## src/rtl/coffee_pkg.sv

```systemverilog
// Shared types for the coffee order controller: selection codes, coin codes,
// FSM state encoding and the credit arithmetic helpers.
package coffee_pkg;

  typedef enum logic [1:0] {
    FlavEspresso   = 2'b00,
    FlavCappuccino = 2'b01,
    FlavLatte      = 2'b10,
    FlavMocha      = 2'b11
  } flavour_e;

  typedef enum logic [1:0] {
    SugarNone = 2'b00,
    SugarLow  = 2'b01,
    SugarMed  = 2'b10,
    SugarHigh = 2'b11
  } sugar_e;

  typedef enum logic [1:0] {
    Coin5  = 2'b00,
    Coin10 = 2'b01,
    Coin20 = 2'b10,
    Coin50 = 2'b11
  } coin_e;

  typedef enum logic [2:0] {
    StIdle    = 3'd0,
    StCredit  = 3'd1,
    StIssue   = 3'd2,
    StBrewing = 3'd3,
    StRefund  = 3'd4
  } state_e;

  localparam logic [7:0] CreditMax = 8'd255;

  // Credit units carried by a coin code.
  function automatic logic [7:0] coin_to_credit(input logic [1:0] code);
    logic [7:0] val;
    case (code)
      Coin5:   val = 8'd5;
      Coin10:  val = 8'd10;
      Coin20:  val = 8'd20;
      default: val = 8'd50;
    endcase
    return val;
  endfunction

  // Credit addition that clamps at the register limit instead of wrapping.
  function automatic logic [7:0] sat_add(input logic [7:0] a, input logic [7:0] b);
    logic [8:0] sum;
    sum = {1'b0, a} + {1'b0, b};
    return sum[8] ? CreditMax : sum[7:0];
  endfunction

endpackage

```

## src/rtl/coffee_order_ctrl_if.sv

```systemverilog
// Order handshake between the controller (master) and the coffee maker (slave).
interface coffee_order_ctrl_if;
  logic       order_valid;
  logic       order_ready;
  logic [1:0] order_flavour;
  logic [1:0] order_sugar;
  logic       brew_done;

  modport master (
    output order_valid,
    output order_flavour,
    output order_sugar,
    input  order_ready,
    input  brew_done
  );

  modport slave (
    input  order_valid,
    input  order_flavour,
    input  order_sugar,
    output order_ready,
    output brew_done
  );
endinterface

```

## src/rtl/coffee_price_lut.sv

```systemverilog
// Flavour-to-price lookup, purely combinational.
module coffee_price_lut
  import coffee_pkg::*;
#(
  parameter logic [7:0] PRICE_ESPRESSO   = 8'd30,
  parameter logic [7:0] PRICE_CAPPUCCINO = 8'd40,
  parameter logic [7:0] PRICE_LATTE      = 8'd40,
  parameter logic [7:0] PRICE_MOCHA      = 8'd50
) (
  input  logic [1:0] flavour,
  output logic [7:0] price
);

  // Decode the selected flavour to its price.
  always_comb begin
    price = PRICE_ESPRESSO;
    unique case (flavour)
      FlavEspresso:   price = PRICE_ESPRESSO;
      FlavCappuccino: price = PRICE_CAPPUCCINO;
      FlavLatte:      price = PRICE_LATTE;
      FlavMocha:      price = PRICE_MOCHA;
    endcase
  end

endmodule

```

## src/rtl/coffee_order_ctrl.sv

```systemverilog
// Coffee order controller: collects coins, validates selections against price,
// issues orders to the maker and returns change.
// Optional feature macro: COFFEE_CHANGE_EN enables change output, refund on
// cancel/timeout and refund of residual credit after a brew. Without it the
// change outputs stay 0 and residual credit is kept for the next order.
module coffee_order_ctrl
  import coffee_pkg::*;
#(
  parameter logic [7:0]  PRICE_ESPRESSO   = 8'd30,
  parameter logic [7:0]  PRICE_CAPPUCCINO = 8'd40,
  parameter logic [7:0]  PRICE_LATTE      = 8'd40,
  parameter logic [7:0]  PRICE_MOCHA      = 8'd50,
  parameter logic [15:0] IDLE_TIMEOUT     = 16'd1000
) (
  input  logic                       clk,
  input  logic                       rst,
  input  logic                       coin_valid,
  input  logic [1:0]                 coin_value,
  input  logic                       sel_valid,
  input  logic [1:0]                 sel_flavour,
  input  logic [1:0]                 sel_sugar,
  input  logic                       cancel,
  coffee_order_ctrl_if.master        maker,
  output logic [7:0]                 credit,
  output logic                       change_valid,
  output logic [7:0]                 change_amount,
  output logic                       err_funds,
  output logic                       busy
);

`ifdef COFFEE_CHANGE_EN
  localparam bit ChangeEn = 1'b1;
`else
  localparam bit ChangeEn = 1'b0;
`endif

  state_e      state_q;
  logic [7:0]  credit_q;
  logic        order_valid_q;
  logic [1:0]  order_flavour_q;
  logic [1:0]  order_sugar_q;
  logic        change_valid_q;
  logic [7:0]  change_amount_q;
  logic        err_funds_q;
  logic        busy_q;
  logic        brew_q;
  logic [15:0] idle_cnt_q;

  logic [7:0]  price;
  logic [7:0]  coin_amt;
  logic [7:0]  credit_sum;
  logic        sel_ok;
  logic        brew_rise;
  logic        coin_return;
  logic        activity;
  logic [15:0] idle_next;

  coffee_price_lut #(
    .PRICE_ESPRESSO   (PRICE_ESPRESSO),
    .PRICE_CAPPUCCINO (PRICE_CAPPUCCINO),
    .PRICE_LATTE      (PRICE_LATTE),
    .PRICE_MOCHA      (PRICE_MOCHA)
  ) u_price_lut (
    .flavour (sel_flavour),
    .price   (price)
  );

  // Coin is credited before the price check so coin+select in one cycle works.
  always_comb begin
    coin_amt    = coin_valid ? coin_to_credit(coin_value) : 8'd0;
    credit_sum  = sat_add(credit_q, coin_amt);
    sel_ok      = (credit_sum >= price);
    brew_rise   = maker.brew_done & ~brew_q;
    coin_return = ChangeEn & coin_valid;
    activity    = coin_valid | sel_valid;
    idle_next   = idle_cnt_q + 16'd1;
  end

  // Order FSM with registered outputs.
  always_ff @(posedge clk) begin
    if (!rst) begin
      state_q         <= StIdle;
      credit_q        <= 8'd0;
      order_valid_q   <= 1'b0;
      order_flavour_q <= 2'b00;
      order_sugar_q   <= 2'b00;
      change_valid_q  <= 1'b0;
      change_amount_q <= 8'd0;
      err_funds_q     <= 1'b0;
      busy_q          <= 1'b0;
      brew_q          <= 1'b0;
      idle_cnt_q      <= 16'd0;
    end else begin
      change_valid_q  <= 1'b0;
      change_amount_q <= 8'd0;
      err_funds_q     <= 1'b0;
      brew_q          <= maker.brew_done;
      case (state_q)
        StIdle: begin
          idle_cnt_q <= 16'd0;
          if (coin_valid) begin
            credit_q <= credit_sum;
            state_q  <= StCredit;
          end
          // Nothing has been paid yet, so any selection is short of funds.
          if (sel_valid) err_funds_q <= 1'b1;
        end
        StCredit: begin
          if (cancel && ChangeEn) begin
            credit_q        <= credit_sum;
            change_valid_q  <= 1'b1;
            change_amount_q <= credit_sum;
            idle_cnt_q      <= 16'd0;
            state_q         <= StRefund;
          end else if (sel_valid && sel_ok) begin
            credit_q        <= credit_sum - price;
            order_flavour_q <= sel_flavour;
            order_sugar_q   <= sel_sugar;
            order_valid_q   <= 1'b1;
            busy_q          <= 1'b1;
            idle_cnt_q      <= 16'd0;
            state_q         <= StIssue;
          end else begin
            credit_q <= credit_sum;
            if (sel_valid) err_funds_q <= 1'b1;
            if (activity) begin
              idle_cnt_q <= 16'd0;
            end else if (ChangeEn && idle_next == IDLE_TIMEOUT) begin
              change_valid_q  <= 1'b1;
              change_amount_q <= credit_q;
              idle_cnt_q      <= 16'd0;
              state_q         <= StRefund;
            end else begin
              idle_cnt_q <= idle_next;
            end
          end
        end
        StIssue: begin
          idle_cnt_q <= 16'd0;
          if (coin_return) begin
            change_valid_q  <= 1'b1;
            change_amount_q <= coin_amt;
          end
          if (maker.order_ready) begin
            order_valid_q <= 1'b0;
            state_q       <= StBrewing;
          end
        end
        StBrewing: begin
          idle_cnt_q <= 16'd0;
          if (brew_rise) begin
            busy_q <= 1'b0;
            if (ChangeEn) begin
              // A coin arriving on the done edge is folded into the refund.
              credit_q <= credit_sum;
              if (credit_sum != 8'd0) begin
                change_valid_q  <= 1'b1;
                change_amount_q <= credit_sum;
                state_q         <= StRefund;
              end else begin
                state_q <= StIdle;
              end
            end else begin
              state_q <= (credit_q != 8'd0) ? StCredit : StIdle;
            end
          end else if (coin_return) begin
            change_valid_q  <= 1'b1;
            change_amount_q <= coin_amt;
          end
        end
        StRefund: begin
          idle_cnt_q <= 16'd0;
          credit_q   <= 8'd0;
          state_q    <= StIdle;
          if (coin_return) begin
            change_valid_q  <= 1'b1;
            change_amount_q <= coin_amt;
          end
        end
        default: begin
          state_q       <= StIdle;
          credit_q      <= 8'd0;
          order_valid_q <= 1'b0;
          busy_q        <= 1'b0;
          idle_cnt_q    <= 16'd0;
        end
      endcase
    end
  end

  assign maker.order_valid   = order_valid_q;
  assign maker.order_flavour = order_flavour_q;
  assign maker.order_sugar   = order_sugar_q;
  assign credit              = credit_q;
  assign change_valid        = change_valid_q;
  assign change_amount       = change_amount_q;
  assign err_funds           = err_funds_q;
  assign busy                = busy_q;

endmodule

```

## src/flat_wrapper.sv

```systemverilog
// flat-port wrapper written by rule: the top's interface ports become plain ports
module coffee_order_ctrl_flat import coffee_pkg::*;
#(
  parameter logic [7:0]  PRICE_ESPRESSO   = 8'd30,
  parameter logic [7:0]  PRICE_CAPPUCCINO = 8'd40,
  parameter logic [7:0]  PRICE_LATTE      = 8'd40,
  parameter logic [7:0]  PRICE_MOCHA      = 8'd50,
  parameter logic [15:0] IDLE_TIMEOUT     = 16'd1000
)
  (clk, rst, coin_valid, coin_value, sel_valid, sel_flavour, sel_sugar, cancel, credit, change_valid, change_amount, err_funds, busy, maker_order_valid, maker_order_flavour, maker_order_sugar, maker_order_ready, maker_brew_done);
  coffee_order_ctrl_if maker_i ();
  input  logic clk;
  input  logic rst;
  input  logic coin_valid;
  input  logic [1:0] coin_value;
  input  logic sel_valid;
  input  logic [1:0] sel_flavour;
  input  logic [1:0] sel_sugar;
  input  logic cancel;
  output logic [7:0] credit;
  output logic change_valid;
  output logic [7:0] change_amount;
  output logic err_funds;
  output logic busy;
  output wire logic [$bits(maker_i.order_valid)-1:0] maker_order_valid;
  output wire logic [$bits(maker_i.order_flavour)-1:0] maker_order_flavour;
  output wire logic [$bits(maker_i.order_sugar)-1:0] maker_order_sugar;
  input wire logic [$bits(maker_i.order_ready)-1:0] maker_order_ready;
  input wire logic [$bits(maker_i.brew_done)-1:0] maker_brew_done;
  assign maker_order_valid = maker_i.order_valid;
  assign maker_order_flavour = maker_i.order_flavour;
  assign maker_order_sugar = maker_i.order_sugar;
  assign maker_i.order_ready = maker_order_ready;
  assign maker_i.brew_done = maker_brew_done;
  coffee_order_ctrl #(.PRICE_ESPRESSO(PRICE_ESPRESSO), .PRICE_CAPPUCCINO(PRICE_CAPPUCCINO), .PRICE_LATTE(PRICE_LATTE), .PRICE_MOCHA(PRICE_MOCHA), .IDLE_TIMEOUT(IDLE_TIMEOUT)) u_core (.clk(clk), .rst(rst), .coin_valid(coin_valid), .coin_value(coin_value), .sel_valid(sel_valid), .sel_flavour(sel_flavour), .sel_sugar(sel_sugar), .cancel(cancel), .maker(maker_i), .credit(credit), .change_valid(change_valid), .change_amount(change_amount), .err_funds(err_funds), .busy(busy));
endmodule
```

## config.mk

```make
export PLATFORM = sky130hd
export DESIGN_NAME = coffee_order_ctrl_flat
export DESIGN_NICKNAME = d
export VERILOG_FILES = /design/src/rtl/coffee_pkg.sv /design/src/rtl/coffee_order_ctrl_if.sv /design/src/rtl/coffee_price_lut.sv /design/src/rtl/coffee_order_ctrl.sv /design/src/flat_wrapper.sv
export SDC_FILE = /design/constraint.sdc
export NUM_CORES = 1
export LEC_CHECK = 0
export CORE_ASPECT_RATIO = 1.5
export CORE_MARGIN = 2
export CORE_UTILIZATION = 48
export DETAILED_ROUTE_END_ITERATION = 12
export HOLD_SLACK_MARGIN = 0.15
export PLACE_DENSITY = 0.77
export SYNTH_ARGS = -nofsm -noshare
export SYNTH_HDL_FRONTEND = slang
export SYNTH_HIERARCHICAL = 1
export SYNTH_SLANG_ARGS = --single-unit
```

## constraint.sdc

```tcl
create_clock -name clk -period 7.4 [get_ports clk]
set_input_delay 0.74 -clock clk [delete_from_list [all_inputs] [get_ports clk]]
set_output_delay 0.74 -clock clk [all_outputs]
set_load 0.05 [all_outputs]
```

==> results of run 1 <==
==> cells by family after synthesis <==
family,count (synthesis),synth area share [%]
flip-flops,18,19.2
XOR/XNOR,7,3.26
multiplexers,9,4.79
adder cells (fa/ha/maj),23,16.1
buffers and inverters,44,12.1
AND/OR/NAND/NOR,67,18.0
other,2,0.399
AO/OA/AOI/OAI,69,26.2
==> metrics by stage <==
step	util [%]	std cells	setup slack [ns]	power, mW
after floorplan	-	249	3.51	0.542
after global placement	56.3	297	2.56	0.634
after detailed placement	56.3	297	2.51	0.642
after CTS	57.7	301	2.76	0.726
after global routing	57.7	301	2.47	0.787
final	57.7	301	2.78	0.726
==> state kept, by name, indices dropped and copies added, names as in the netlist <==
register	count
u_core/err_funds	1
u_core/brew_q	1
u_core/maker.order_sugar	2
u_core/busy	1
u_core/maker.order_valid	1
u_core/state_q	2
u_core/maker.order_flavour	2
u_core/credit	8
==> worst paths after layout <==
check                                                   start  cells after the start                            end
worst max register to register               u_core/credit[0]                     14               u_core/credit[6]
worst max-delay path                               coin_valid                     17               u_core/credit[5]
worst min-delay path            u_core/maker.order_flavour[1]                      2  u_core/maker.order_flavour[1]
worst min register to register  u_core/maker.order_flavour[1]                      2  u_core/maker.order_flavour[1]
==> cells in the mapped netlist, types with 3 or more instances <==
master | count | share of area (%)
mux2i_1 | 9 | 4.8
a21oi_2 | 3 | 1.4
nand2b_1 | 6 | 2.0
and3_1 | 3 | 1.0
o211ai_1 | 7 | 2.8
o21ai_0 | 13 | 3.5
nor2b_1 | 4 | 1.3
clkbuf_1 | 4 | 0.80
nor2_1 | 17 | 3.4
nor4_1 | 4 | 1.3
nand3_1 | 6 | 1.6
xnor2_1 | 5 | 2.3
nand2_1 | 15 | 3.0
a21oi_1 | 18 | 4.8
and2_1 | 4 | 1.3
buf_4 | 13 | 5.2
ha_1 | 21 | 14
a21o_1 | 3 | 1.2
inv_1 | 23 | 4.6
dfxtp_1 | 18 | 19
==> final cells by class <==
class	count	area (um^2)	share of cell area (%)
Multi-Input combinational cell	187	1330	62.0
Clock buffer	4	55.1	2.57
Sequential cell	18	360	16.8
Timing Repair Buffer	26	260	12.1
Inverter	23	86.3	4.02
Tap cell	43	53.8	2.51
==> per-layer routing <==
| metal | routed length (um) | up-vias | track usage, % |
|---|---|---|---|
| met5 | 0 | - | 0 |
| met4 | 42 | 0 | 7.07 |
| met3 | 139 | 5 | 2.60 |
| met2 | 2200 | 41 | 36.9 |
| met1 | 1650 | 781 | 24.4 |
| li1 | - | 859 | - |
==> where the power goes <==
part | internal [mW] | switching (mW) | total, mW
registers | 0.119 | 0.0245 | 0.143
clock network | 0.0473 | 0.0353 | 0.0826
logic | 0.193 | 0.308 | 0.500
==> tightest hold or removal path, stage by stage, from the launching register on <==
cell and delay (ns):
dfxtp_1 0.33, mux2i_1 0.07, nor2_1 0.07
==> impl_metrics.env, run 1 <==
export IMPL_hold_slack_ns=0.499
export IMPL_clkTransAtPathRegs_ns=0.07
export IMPL_path_buf_inv=2
export IMPL_first_pass_iters=4
export IMPL_syn_area_um2=1880
export IMPL_powerDensity_nw_per_um2=339
export IMPL_outcome="completed"
export IMPL_critPathKind="in -> reg"
export IMPL_grt_max_degree=13
export IMPL_wl_per_cell_um=13.4
export IMPL_htreeDepth=1
export IMPL_area_growth_pct=14.1
export IMPL_rows=27
export IMPL_antenna_found_initial=0
export IMPL_die_w_um=55.1
export IMPL_overflow=0
export IMPL_diodes=0
export IMPL_hpwl_mm=3.30
export IMPL_vias=1686
export IMPL_slew_headroom_pct=53.9
export IMPL_dieArea_um2=4440
export IMPL_gp_congestion=0.824
export IMPL_grt_use_total_pct=20.7
export IMPL_synth_seq_cells=18
export IMPL_cts_tree="done"
export IMPL_final_cell_mix="clkdlybuf4s50_1, inv_1, ha_1"
export IMPL_leakagePower_nw=0.965
export IMPL_min_period_over_period_pct=62.5
export IMPL_cp_slowest_stage_delay_ns=0.55
export IMPL_worst_slew_pin_slew_ns=0.686
export IMPL_final_common_cell="clkdlybuf4s50_1"
export IMPL_ios=37
export IMPL_drive_gt1_share_pct=6.59
export IMPL_finClkSkew_ns=0.00193
export IMPL_ys_seq_area_share_pct=19.2
export IMPL_ys_flop_type="dfxtp_1"
export IMPL_start_util_pct=50.6
export IMPL_numCtsBuffers=3
export IMPL_root_buffer="clkbuf_8"
export IMPL_first_iter_violations=46
export IMPL_crit_path_start_kind="input port"
export IMPL_fmax_mhz=216
export IMPL_drv_cap=0
export IMPL_rsz0062_at_grt="false"
export IMPL_crit_arrival_ns=4.76
export IMPL_setup_viol=0
export IMPL_grt_pass1_wl_mm=6.87
export IMPL_synthArstFlopShare_pct=0
export IMPL_clock_sinks=18
export IMPL_avgSynthCellArea_um2=7.87
export IMPL_cts_resized=0
export IMPL_cp_cell_sequence="clkdlybuf4s50_1 -> nor2b_1 -> nor2b_1 -> ha_1 -> fa_1 -> a21oi_1 -> o211a_1 -> or2_2 -> nand2b_1 -> inv_1 -> fa_1 -> nand2b_2 -> a21oi_2 -> o21ai_0 -> a211o_2 -> a21bo_2 -> a31oi_1"
export IMPL_synthCells=239
export IMPL_dieHeight_um=80.7
export IMPL_worstPathMaxFanout=6
export IMPL_routed_wirelength_mm=4.04
export IMPL_required_ns=7.54
export IMPL_min_period_ns=4.62
export IMPL_first_global_vias=1559
export IMPL_fillers=364
export IMPL_fin_tns_setup_ns=0
export IMPL_drv_slew=0
export IMPL_design_area_um2=2150
export IMPL_hold_buffers=0
export IMPL_hp_class="reg -> reg"
export IMPL_ys_types=51
export IMPL_hold_viol=0
export IMPL_clock_latency_ns=0.26
export IMPL_routed_via_density=5.60
export IMPL_io_buffers=26
export IMPL_irDropWorstVdd_mv=0.211
export IMPL_clock_path_buffers=2
export IMPL_yosysWarnings=6
export IMPL_post_cts_buffers=0
export IMPL_synth_edf_count=0
export IMPL_path_delay_family="compound AO/OA/AOI/OAI gates"
export IMPL_r2r_setup_slack_ns=3.72
export IMPL_antenna_left=0
export IMPL_core_um2=3720
export IMPL_post_route_drc_count=0
export IMPL_nNetsFinal=295
export IMPL_slowest_stage="clkdlybuf4s50_1"
export IMPL_cp_end_kind="flip-flop"
export IMPL_postPlaceCellArea_um2=2090
No activity file was read; power rests on OpenSTA's default activity.
==> run 2: changes to the inputs <==
- clock period: 7.4 -> 4.5 ns (I/O delays scaled with it)
==> impl_metrics.env, run 2 (synthesized netlist as in run 1, its figures left out) <==
export IMPL_diodes=0
export IMPL_cp_cell_sequence="clkdlybuf4s50_1 -> nor2b_1 -> nor2b_1 -> ha_1 -> fa_1 -> a21oi_1 -> o211a_1 -> or2_2 -> nand2b_1 -> inv_1 -> fa_1 -> nand2b_2 -> a21oi_2 -> o21ai_0 -> a211o_2 -> a2bb2oi_1 -> a21oi_1"
export IMPL_first_global_vias=1544
export IMPL_clkTransAtPathRegs_ns=0.07
export IMPL_path_delay_family="compound AO/OA/AOI/OAI gates"
export IMPL_worst_slew_pin_slew_ns=0.677
export IMPL_slowest_stage="clkdlybuf4s50_1"
export IMPL_required_ns=4.64
export IMPL_grt_max_degree=13
export IMPL_gr_usage_met2_pct=36.0
export IMPL_post_route_drc_count=0
export IMPL_powerDensity_nw_per_um2=559
export IMPL_crit_path_start_kind="input port"
export IMPL_busiest_layer="met2"
export IMPL_cts_tree="done"
export IMPL_grtUsageMet3_pct=2.42
export IMPL_post_cts_buffers=0
export IMPL_cts_resized=0
export IMPL_path_buf_inv=2
export IMPL_crit_path_end="u_core/credit[4]"
export IMPL_clock_path_buffers=2
export IMPL_ios=37
export IMPL_min_period_ns=4.24
export IMPL_gp_congestion=0.815
export IMPL_crit_cells=17
export IMPL_io_buffers=26
export IMPL_critPathKind="in -> reg"
export IMPL_drive_gt1_share_pct=9.06
export IMPL_nNetsFinal=302
export IMPL_routed_via_density=5.58
export IMPL_rsz0062_at_grt="false"
export IMPL_outcome="completed"
export IMPL_numCtsBuffers=3
export IMPL_fillers=358
export IMPL_final_common_cell="clkdlybuf4s50_1"
export IMPL_clock_latency_ns=0.26
export IMPL_p_total_mw=1.23
export IMPL_core_um2=3720
export IMPL_r2r_cells=14
export IMPL_use_met1_pct=24.2
export IMPL_dieArea_um2=4440
export IMPL_antenna_found_initial=0
export IMPL_largest_reg_flops=8
export IMPL_first_pass_iters=4
export IMPL_crit_start="coin_valid"
export IMPL_hold_viol=0
export IMPL_cp_slowest_stage_delay_ns=0.55
export IMPL_drv_cap=0
export IMPL_fin_tns_setup_ns=0
export IMPL_overflow=0
export IMPL_grt_use_total_pct=20.2
export IMPL_r2r_setup_slack_ns=0.94
export IMPL_r2r_end="u_core/credit[4]"
export IMPL_routed_wirelength_mm=4.20
export IMPL_drv_slew=0
export IMPL_crit_arrival_ns=4.37
export IMPL_min_period_over_period_pct=94.1
export IMPL_root_buffer="clkbuf_8"
export IMPL_worstPathMaxFanout=6
export IMPL_rows=27
export IMPL_wl_per_cell_um=13.6
export IMPL_leakagePower_nw=0.997
export IMPL_vias=1718
export IMPL_hpwl_mm=3.36
export IMPL_timing_rr_start="u_core/credit[0]"
export IMPL_finClkSkew_ns=0.00363
export IMPL_slew_headroom_pct=54.5
export IMPL_clock_sinks=18
export IMPL_die_w_um=55.1
export IMPL_start_util_pct=50.6
export IMPL_hold_buffers=0
export IMPL_dieHeight_um=80.7
export IMPL_area_growth_pct=16.9
export IMPL_dp_cells=304
export IMPL_final_instance_count_excl_fill=308
export IMPL_hp_class="reg -> reg"
export IMPL_setup_viol=0
export IMPL_final_cell_mix="clkdlybuf4s50_1, inv_1, ha_1"
export IMPL_irDropWorstVdd_mv=0.453
export IMPL_first_iter_violations=54
export IMPL_antenna_left=0
export IMPL_fmax_mhz=236
export IMPL_cp_end_kind="flip-flop"
export IMPL_htreeDepth=1
export IMPL_grt_pass1_wl_mm=6.69
## run 2: changes by cell type in the layout (fill, tap and decap cells not counted), sizes merged
cell,change
buf,+7
## run 2: worst min-delay path by stage
stage / startpoint / to / slack [ns] / depth (start not counted)
6_report: u_core/maker.order_sugar[1] / u_core/maker.order_sugar[1] / 0.50 / 2
2_1_floorplan: u_core/state_q[0] / u_core/state_q[0] / 0.52 / 2
5_1_grt: u_core/maker.order_flavour[1] / u_core/maker.order_flavour[1] / 0.53 / 2
4_1_cts: u_core/maker.order_sugar[1] / u_core/maker.order_sugar[1] / 0.51 / 2
3_3_place_gp: u_core/maker.order_flavour[1] / u_core/maker.order_flavour[1] / 0.48 / 2
3_5_place_dp: u_core/maker.order_sugar[1] / u_core/maker.order_sugar[1] / 0.49 / 2
## run 2: layout make-up
class / count / area [um^2] / area share, %
tap: 43 / 53.8 / 2.45
multi-input combinational: 187 / 1330 / 60.5
inverter: 23 / 86.3 / 3.93
sequential: 18 / 360 / 16.4
clock buffer: 4 / 55.1 / 2.50
timing repair buffer: 33 / 313 / 14.2
## run 2: worst reg2reg max path, delay by kind of cell, from the launching register on
kind | cells | cell delay [ns]
compound gates | 6 | 1.27
fa+ha+maj | 3 | 0.97
simple gates | 4 | 0.81
flops | 1 | 0.34
buf+inv | 1 | 0.05
## run 2: power by group
part           total [mW]  switching (mW)  internal (mW)
Combinational       0.859           0.521          0.339
Sequential          0.234          0.0385          0.195
Clock               0.135          0.0573         0.0778
Total                1.23           0.617          0.612
## run 2: routing by layer
metal  vias to the layer above  wire length, um
met2                        37             2240
li1                        871                -
met3                         8              118
met5                         -                0
met4                         0               67
met1                       802             1770
## run 2: through the flow
step                setup slack, ns  area, um^2  utilization, %  hold WS [ns]
finish                        0.264        2200            59.2         0.502
global route                 0.0182        2200            59.2         0.532
CTS                           0.298        2200            59.2         0.512
detailed placement           0.0589        2140            57.7         0.495
global placement              0.113        2140            57.7         0.480
floorplan                     0.885        1920               -         0.524
